## src/rtl/alu_seq.sv

```systemverilog
// -----------------------------------------------------------------------------
// alu_seq -- command sequencer for the shared ALU and its PSR flag register.
//
// Accepts one register-to-register instruction at a time over a valid/ready
// command channel. Operands come from an internal 8-entry register file. The
// sequencer drives the external combinational ALU for exactly one cycle, writes
// the result back, and returns result and flags on a valid/ready response
// channel. The PSR watches the same alu_sel, so flags change only on
// sequenced operations.
//
// Optional build macro:
//   ALU_SEQ_PERF_EN - adds perf_cnt[15:0], a saturating count of response
//                     handshakes. When the macro is undefined the port and the
//                     counter are absent.
//
// Ports:
//   CLK, RESET          clock (rising edge), asynchronous active-high reset
//   cmd_valid/ready     command handshake; cmd_ready is high only in IDLE
//   cmd_op/rd/rs/rt     opcode, destination index, source A/B indices
//   cmd_imm             immediate operand for MOVI
//   alu_a, alu_b        ALU operands, registered
//   alu_sel             one-hot ALU/PSR select, non-zero only during EXEC
//   alu_out, alu_flcnz  ALU result and flags {F,L,C,N,Z}
//   rsp_valid/ready     response handshake
//   rsp_data/flags/err  result, captured flags, reserved-opcode error
//   perf_cnt            handshake counter (ALU_SEQ_PERF_EN only)
// -----------------------------------------------------------------------------
module alu_seq #(
  parameter int                 DATA_W  = 16,
  parameter logic [DATA_W-1:0]  RST_VAL = '0
) (
  input  logic              CLK,
  input  logic              RESET,
  input  logic              cmd_valid,
  output logic              cmd_ready,
  input  logic [2:0]        cmd_op,
  input  logic [2:0]        cmd_rd,
  input  logic [2:0]        cmd_rs,
  input  logic [2:0]        cmd_rt,
  input  logic [DATA_W-1:0] cmd_imm,
  output logic [DATA_W-1:0] alu_a,
  output logic [DATA_W-1:0] alu_b,
  output logic [5:0]        alu_sel,
  input  logic [DATA_W-1:0] alu_out,
  input  logic [4:0]        alu_flcnz,
  output logic              rsp_valid,
  input  logic              rsp_ready,
  output logic [DATA_W-1:0] rsp_data,
  output logic [4:0]        rsp_flags,
  output logic              rsp_err
`ifdef ALU_SEQ_PERF_EN
  ,
  output logic [15:0]       perf_cnt
`endif
);

  typedef enum logic [1:0] {
    S_IDLE = 2'd0,
    S_EXEC = 2'd1,
    S_RESP = 2'd2
  } state_t;

  typedef enum logic [2:0] {
    OP_ADD  = 3'd0,
    OP_SUB  = 3'd1,
    OP_CMP  = 3'd2,
    OP_AND  = 3'd3,
    OP_OR   = 3'd4,
    OP_XOR  = 3'd5,
    OP_MOVI = 3'd6,
    OP_RSVD = 3'd7
  } op_t;

  // One-hot select shared by the ALU and the PSR.
  function automatic logic [5:0] sel_code(input op_t op);
    logic [5:0] code;
    code = 6'b000000;
    case (op)
      OP_ADD:  code = 6'b100000;
      OP_SUB:  code = 6'b010000;
      OP_CMP:  code = 6'b001000;
      OP_AND:  code = 6'b000100;
      OP_OR:   code = 6'b000010;
      OP_XOR:  code = 6'b000001;
      default: code = 6'b000000;
    endcase
    return code;
  endfunction

  // ---------------------------------------------------------------------------
  // State and registered outputs
  // ---------------------------------------------------------------------------
  state_t              state_q, state_d;
  op_t                 op_q, op_d;
  logic [2:0]          rd_q, rd_d;
  logic                cmd_ready_q, cmd_ready_d;
  logic [DATA_W-1:0]   alu_a_q, alu_a_d;
  logic [DATA_W-1:0]   alu_b_q, alu_b_d;
  logic [5:0]          alu_sel_q, alu_sel_d;
  logic                rsp_valid_q, rsp_valid_d;
  logic [DATA_W-1:0]   rsp_data_q, rsp_data_d;
  logic [4:0]          rsp_flags_q, rsp_flags_d;
  logic                rsp_err_q, rsp_err_d;

  // Register file and its single write port.
  logic [DATA_W-1:0]   regs_q [8];
  logic                wr_en;
  logic [2:0]          wr_idx;
  logic [DATA_W-1:0]   wr_data;

  op_t                 cmd_op_e;
  logic                accept;
  logic                rsp_fire;

  assign cmd_op_e = op_t'(cmd_op);
  // cmd_ready_q is only ever high in IDLE; the state term keeps that explicit.
  assign accept   = cmd_valid && cmd_ready_q && (state_q == S_IDLE);
  // rsp_ready is meaningless while no response is offered.
  assign rsp_fire = rsp_valid_q && rsp_ready;

  // ---------------------------------------------------------------------------
  // Process 1: state register
  // ---------------------------------------------------------------------------
  // NOTE: sequential state uses non-blocking assignments so every flop samples
  // the pre-edge value of every other flop, independent of process order.
  always_ff @(posedge CLK or posedge RESET) begin
    if (RESET) begin
      state_q <= S_IDLE;
    end else begin
      state_q <= state_d;
    end
  end

  // ---------------------------------------------------------------------------
  // Process 2: next-state logic
  // ---------------------------------------------------------------------------
  // NOTE: every variable assigned in a combinational block gets a default at
  // the top; a path that leaves one unassigned would infer a latch.
  always_comb begin
    state_d = state_q;
    case (state_q)
      S_IDLE: begin
        if (accept) begin
          // MOVI and the reserved opcode skip the ALU cycle entirely.
          if (cmd_op_e == OP_MOVI || cmd_op_e == OP_RSVD) begin
            state_d = S_RESP;
          end else begin
            state_d = S_EXEC;
          end
        end
      end
      S_EXEC:  state_d = S_RESP;
      S_RESP:  if (rsp_fire) state_d = S_IDLE;
      default: state_d = S_IDLE;
    endcase
  end

  // ---------------------------------------------------------------------------
  // Process 3: output logic (next values of the registered outputs and the
  // register-file write port)
  // ---------------------------------------------------------------------------
  always_comb begin
    op_d        = op_q;
    rd_d        = rd_q;
    cmd_ready_d = (state_d == S_IDLE);
    alu_a_d     = alu_a_q;
    alu_b_d     = alu_b_q;
    alu_sel_d   = alu_sel_q;
    rsp_valid_d = rsp_valid_q;
    rsp_data_d  = rsp_data_q;
    rsp_flags_d = rsp_flags_q;
    rsp_err_d   = rsp_err_q;
    wr_en       = 1'b0;
    wr_idx      = rd_q;
    wr_data     = alu_out;

    case (state_q)
      S_IDLE: begin
        if (accept) begin
          op_d    = cmd_op_e;
          rd_d    = cmd_rd;
          // Operands are read at the accept edge, so rd == rs/rt sees the
          // old value.
          alu_a_d = regs_q[cmd_rs];
          alu_b_d = regs_q[cmd_rt];
          case (cmd_op_e)
            OP_MOVI: begin
              wr_en       = 1'b1;
              wr_idx      = cmd_rd;
              wr_data     = cmd_imm;
              rsp_valid_d = 1'b1;
              rsp_data_d  = cmd_imm;
              rsp_flags_d = 5'b00000;
              rsp_err_d   = 1'b0;
            end
            OP_RSVD: begin
              rsp_valid_d = 1'b1;
              rsp_data_d  = '0;
              rsp_flags_d = 5'b00000;
              rsp_err_d   = 1'b1;
            end
            default: begin
              alu_sel_d = sel_code(cmd_op_e);
            end
          endcase
        end
      end

      S_EXEC: begin
        // The ALU has had a full cycle on stable operands; capture it now.
        rsp_valid_d = 1'b1;
        rsp_data_d  = alu_out;
        rsp_flags_d = alu_flcnz;
        rsp_err_d   = 1'b0;
        alu_sel_d   = 6'b000000;
        alu_a_d     = '0;
        alu_b_d     = '0;
        // CMP only updates flags; the destination keeps its value.
        wr_en       = (op_q != OP_CMP);
        wr_idx      = rd_q;
        wr_data     = alu_out;
      end

      S_RESP: begin
        if (rsp_fire) begin
          rsp_valid_d = 1'b0;
        end
      end

      default: ;
    endcase
  end

  // ---------------------------------------------------------------------------
  // Output and control registers
  // ---------------------------------------------------------------------------
  always_ff @(posedge CLK or posedge RESET) begin
    if (RESET) begin
      op_q        <= OP_ADD;
      rd_q        <= 3'd0;
      cmd_ready_q <= 1'b1;
      alu_a_q     <= '0;
      alu_b_q     <= '0;
      alu_sel_q   <= 6'b000000;
      rsp_valid_q <= 1'b0;
      rsp_data_q  <= '0;
      rsp_flags_q <= 5'b00000;
      rsp_err_q   <= 1'b0;
    end else begin
      op_q        <= op_d;
      rd_q        <= rd_d;
      cmd_ready_q <= cmd_ready_d;
      alu_a_q     <= alu_a_d;
      alu_b_q     <= alu_b_d;
      alu_sel_q   <= alu_sel_d;
      rsp_valid_q <= rsp_valid_d;
      rsp_data_q  <= rsp_data_d;
      rsp_flags_q <= rsp_flags_d;
      rsp_err_q   <= rsp_err_d;
    end
  end

  // ---------------------------------------------------------------------------
  // Register file
  // ---------------------------------------------------------------------------
  // NOTE: this small array is reset entry by entry because software relies on
  // a known RST_VAL in every register; larger RAMs would normally not be reset.
  always_ff @(posedge CLK or posedge RESET) begin
    if (RESET) begin
      for (int i = 0; i < 8; i++) begin
        regs_q[i] <= RST_VAL;
      end
    end else if (wr_en) begin
      regs_q[wr_idx] <= wr_data;
    end
  end

  assign cmd_ready = cmd_ready_q;
  assign alu_a     = alu_a_q;
  assign alu_b     = alu_b_q;
  assign alu_sel   = alu_sel_q;
  assign rsp_valid = rsp_valid_q;
  assign rsp_data  = rsp_data_q;
  assign rsp_flags = rsp_flags_q;
  assign rsp_err   = rsp_err_q;

`ifdef ALU_SEQ_PERF_EN
  // ---------------------------------------------------------------------------
  // Saturating response-handshake counter
  // ---------------------------------------------------------------------------
  logic [15:0] perf_cnt_q;

  always_ff @(posedge CLK or posedge RESET) begin
    if (RESET) begin
      perf_cnt_q <= 16'h0000;
    end else if (rsp_fire && (perf_cnt_q != 16'hFFFF)) begin
      perf_cnt_q <= perf_cnt_q + 16'd1;
    end
  end

  assign perf_cnt = perf_cnt_q;
`endif

endmodule

```

## config.mk

```make
export PLATFORM = sky130hd
export DESIGN_NAME = alu_seq
export DESIGN_NICKNAME = d
export VERILOG_FILES = /design/src/rtl/alu_seq.sv
export SDC_FILE = /design/constraint.sdc
export NUM_CORES = 1
export LEC_CHECK = 0
export ABC_CLOCK_PERIOD_IN_PS = 5900
export BUFFER_PORTS_ARGS = -buffer_cell sky130_fd_sc_hd__buf_2
export CAP_MARGIN = 25
export CORE_UTILIZATION = 30
export DETAILED_ROUTE_END_ITERATION = 8
export PLACE_DENSITY = 0.53
export SYNTH_ARGS = -nofsm -noshare
export SYNTH_HDL_FRONTEND = slang
export SYNTH_SLANG_ARGS = --single-unit
```

## constraint.sdc

```tcl
create_clock -name CLK -period 5.9 [get_ports CLK]
set_clock_uncertainty 0.05 [all_clocks]
set_input_delay 0.59 -clock CLK [delete_from_list [all_inputs] [get_ports CLK]]
set_output_delay 0.59 -clock CLK [all_outputs]
set_load 0.03 [all_outputs]
```

==> metrics.md <==
| Metric | Value |
|---|---|
| Async set-reset flop share out of synthesis | 100% |
| First-pass GRT wire length | 54300 um |
| CTS clk-pin slew, worst paths | 0.09 ns |
| Area leader, netlist | dfrtp_1 |
| Yosys cell types | 48 |
| Crit path capture type | flop |
| CTS tree | yes |
| Highest clock rate | about 350 MHz |
| Max-Cap Viols | 0 |
| Final period util | 48.1% |
| Switching share of power | 27.9% |
| Final Hold Viols | 0 |
| Gr usage total | 19.9% |
| Global routing usage on met1 | 28.2% |
| Worst R2R End | regs_q[102]$_DFFE_PP0P_ |
| Register area share after synthesis | a little under half |
| Final Cell Area | 12000 um2 |
| Avg Cell Area, Syn | between 10 and 15 um2 |
| Vias per cell | 5.57 |
| Yosys warns | 0 |
| Antenna-violating nets left | 0 |
| # setup viols final | 0 |
| Rows | between 60 and 70 |
| Area Growth Syn to Fin | 13.5% |
| Dpl cells | 1474 |
| Residual DRC count | 0 |
| Dominant cells by area after synthesis | dfrtp_1, mux2_2, mux4_2 |
| HPWL after DPL | about 24000 um |
| Crit path kind | reg2reg |
| RSZ-0062 raised after global routing | false |
| Flop-to-flop setup slack | a little over 3 ns |
| Pint | 2.15 mW |
| Peak VDD IR | 0.000156 V |
| CTS H-tree lvls | 4 |
| Number of synthesized flops with an enable pin | 0 |
| Initial cell density of the core | 30.6% |
| Final Max Tran Viols | 0 |
| Hold Crit Class | in2reg |
| Final Wtd Congestion | 0.782 |
| Diodes inserted | 0 |
| Critical path arrival | 3.18 ns |
| DP Area | 11400 um2 |
| WL final | 34700 um |
| Die Ht | 190 um |
| Worst reg2reg path depth | 4 |
| DR vias | 8385 |
| Average wire per cell in the routed design | 23.1 um |
| Sw power | between 0.8 and 0.9 mW |
| Buffers on Ports | 114 |
| Number of global-route vias before repair | 8439 |
| Final design utilization | between 30% and 40% |
| Mapped cell area | 10600 um2 |
| Synth Register Bits | 198 |
| Die X | 190 um |
| Worst-path fanout max | 17 |
| Detailed Route Iter0 Violations | 704 |
| WHS | 0.266 ns |
| Final Critical Period | approximately 2.8 ns |
| End point of the critical path | regs_q[102]$_DFFE_PP0P_ |
| M2 GR Usage | 31.1% |
| Post-synth top flop | dfrtp_1 |
| Worst setup margin | 3.06 ns |
| I/O pin cnt | between 100 and 150 |
| Most used routing layer | met2 |
| Deepest clock path buffer count | 2 |
| Final Instance Count excl. Fillers | 1505 |
| Initial antenna violation count | 1 |
| Clock sinks | 198 |
| Overall Power | 2.98 mW |
| Setup TNS | 0 ns |
| Post_cts resized | 0 |
| Slew HR | 34.8% |
| Layout cells sized above 1 | 28.9% |
| Gate power share | a little over a tenth |
| Slew @ Worst Pin | 0.978 ns |
| Root buf cell | clkbuf_16 |
| Die area | 36000 um2 |
| Power Density | 248 nW/um2 |
| Post-synthesis instance total | 999 |
| Worst skew pair latency | between 0.4 and 0.5 ns |
| Post-CTS setup buffer count | 0 |
| Met3 usage | 3.67% |
| Sequential Power Share | about half |
| Setup WS pre-CTS | slightly below 3 ns |
| Outcome | complete, no violations |
| Share of the synthesized area in the top cell type | between 40% and 50% |
| Final #Nets | 1091 |
| TritonCTS Buffers | 17 |
| Core area | 34600 um2 |
| Worst R2R Start | state_q[1]$_DFF_PP0_ |
| Post-CTS Hold Buffers | 0 |
| GR Overflow Total | 0 |
| Pin count of the biggest net entering global routing | 148 |
| Leakage | 5.15 nW |
| Clock power share | 41.0% |
| Syn nets | between 1000 and 1500 |
| CP Launch Type | flop |
| Drt pass-1 iters | 5 |
| Critical path launch point | state_q[1]$_DFF_PP0_ |
| WP data required | 6.24 ns |
==> synth_stat cells, drive strengths merged, types with 10 or more instances <==
| master | instances |
|---|---|
| a2bb2oi | 17 |
| nand3 | 10 |
| o21ai | 18 |
| nand2 | 87 |
| clkbuf | 59 |
| o221a | 16 |
| buf | 55 |
| o21a | 64 |
| a21oi | 51 |
| dfrtp | 197 |
| mux2 | 70 |
| o22a | 64 |
| o31ai | 32 |
| o22ai | 80 |
| nand2b | 20 |
| nor2 | 38 |
| mux4 | 32 |
| inv | 49 |
==> area by class of cell <==
cell class | instances | area (um2)
clock buffers | 18 | 439
clock inverters | 13 | 160
fillers | 3502 | 22600
inverters | 49 | 188
multi-input cells | 638 | 4960
flip-flops and latches | 198 | 4960
well taps | 455 | 569
repair buffers | 134 | 733
==> cell usage in the layout, fill, tap and decap left out, types with 2 or more instances in the layout <==
| cell type | netlist | final |
|---|---|---|
| mux4_2 | 32 | 32 |
| nor2b_1 | 4 | 4 |
| nand4_1 | 5 | 5 |
| nand2b_1 | 20 | 20 |
| nand2_1 | 85 | 85 |
| nor3b_1 | 2 | 2 |
| nand4b_1 | 3 | 3 |
| dfrtp_1 | 197 | 197 |
| a2bb2oi_1 | 17 | 17 |
| buf_4 | 3 | 19 |
| clkinv_8 | 0 | 2 |
| inv_8 | 0 | 4 |
| o21ai_0 | 18 | 18 |
| nor2_1 | 38 | 38 |
| clkbuf_16 | 0 | 17 |
| o21a_1 | 64 | 64 |
| a21oi_1 | 41 | 41 |
| and4b_1 | 2 | 2 |
| buf_2 | 17 | 114 |
| clkinv_4 | 0 | 3 |
| inv_6 | 0 | 3 |
| nand2_2 | 2 | 2 |
| a21oi_2 | 10 | 10 |
| o22a_1 | 64 | 64 |
| and2_1 | 2 | 2 |
| or4_1 | 3 | 3 |
| nor4b_1 | 3 | 3 |
| nand3_1 | 10 | 10 |
| o221a_2 | 16 | 16 |
| o31ai_1 | 32 | 32 |
| mux2_2 | 70 | 70 |
| inv_1 | 49 | 48 |
| o22ai_1 | 80 | 80 |
==> registers in the layout, summed over array words and instances, names as in the netlist <==
name and count:
regs_q 128, alu_a 16, alu_b 16, rsp_data 16
alu_sel 6, rsp_flags 5, op_q 3, rd_q 3
state_q 2, cmd_ready 1, rsp_err 1, rsp_valid 1
==> worst max-delay path, cell delays in order (launching register included) <==
cell       delay (ns)
dfrtp_1          0.44
nand4bb_2        0.54
or4_1            0.94
nand2_1          0.62
o21a_1           0.19
==> power by group through the flow <==
stage               Clock [mW]  Sequential [mW]  Combinational (mW)
floorplan                    0             1.47               0.210
global route              1.29             1.44               0.345
global placement             0             1.46               0.318
detailed placement           0             1.46               0.320
CTS                       1.24             1.44               0.321
finish                    1.22             1.44               0.319
==> worst min path at each step <==
stage	from	to	slack, ns	cells past startpoint
final	alu_flcnz[2]	rsp_flags[2]$_DFFE_PP0P_	0.27	3
after global routing	alu_flcnz[4]	rsp_flags[4]$_DFFE_PP0P_	0.27	3
after CTS	alu_flcnz[3]	rsp_flags[3]$_DFFE_PP0P_	0.26	3
after detailed placement	alu_b[12]$_DFFE_PP0P_	alu_b[12]$_DFFE_PP0P_	0.42	2
after global placement	alu_a[0]$_DFFE_PP0P_	alu_a[0]$_DFFE_PP0P_	0.41	2
after floorplan	op_q[1]$_DFFE_PP0P_	op_q[1]$_DFFE_PP0P_	0.40	2
==> per-layer routing <==
metal  wire length (um)  share of wire (%)
met3               1740                5.0
met2              16000                 46
met1              16400                 47
met5                 13              0.037
met4                521                1.5
==> logic make-up (layout without fill, tap and decap cells) <==
family	count (synthesis)	in the layout	synth area share [%]
buf+inv	163	214	6.33
flops	198	198	46.8
compound gates	343	343	23.6
mux	103	103	14.3
simple gates	192	192	8.89
(Power assumes the default switching activity.)
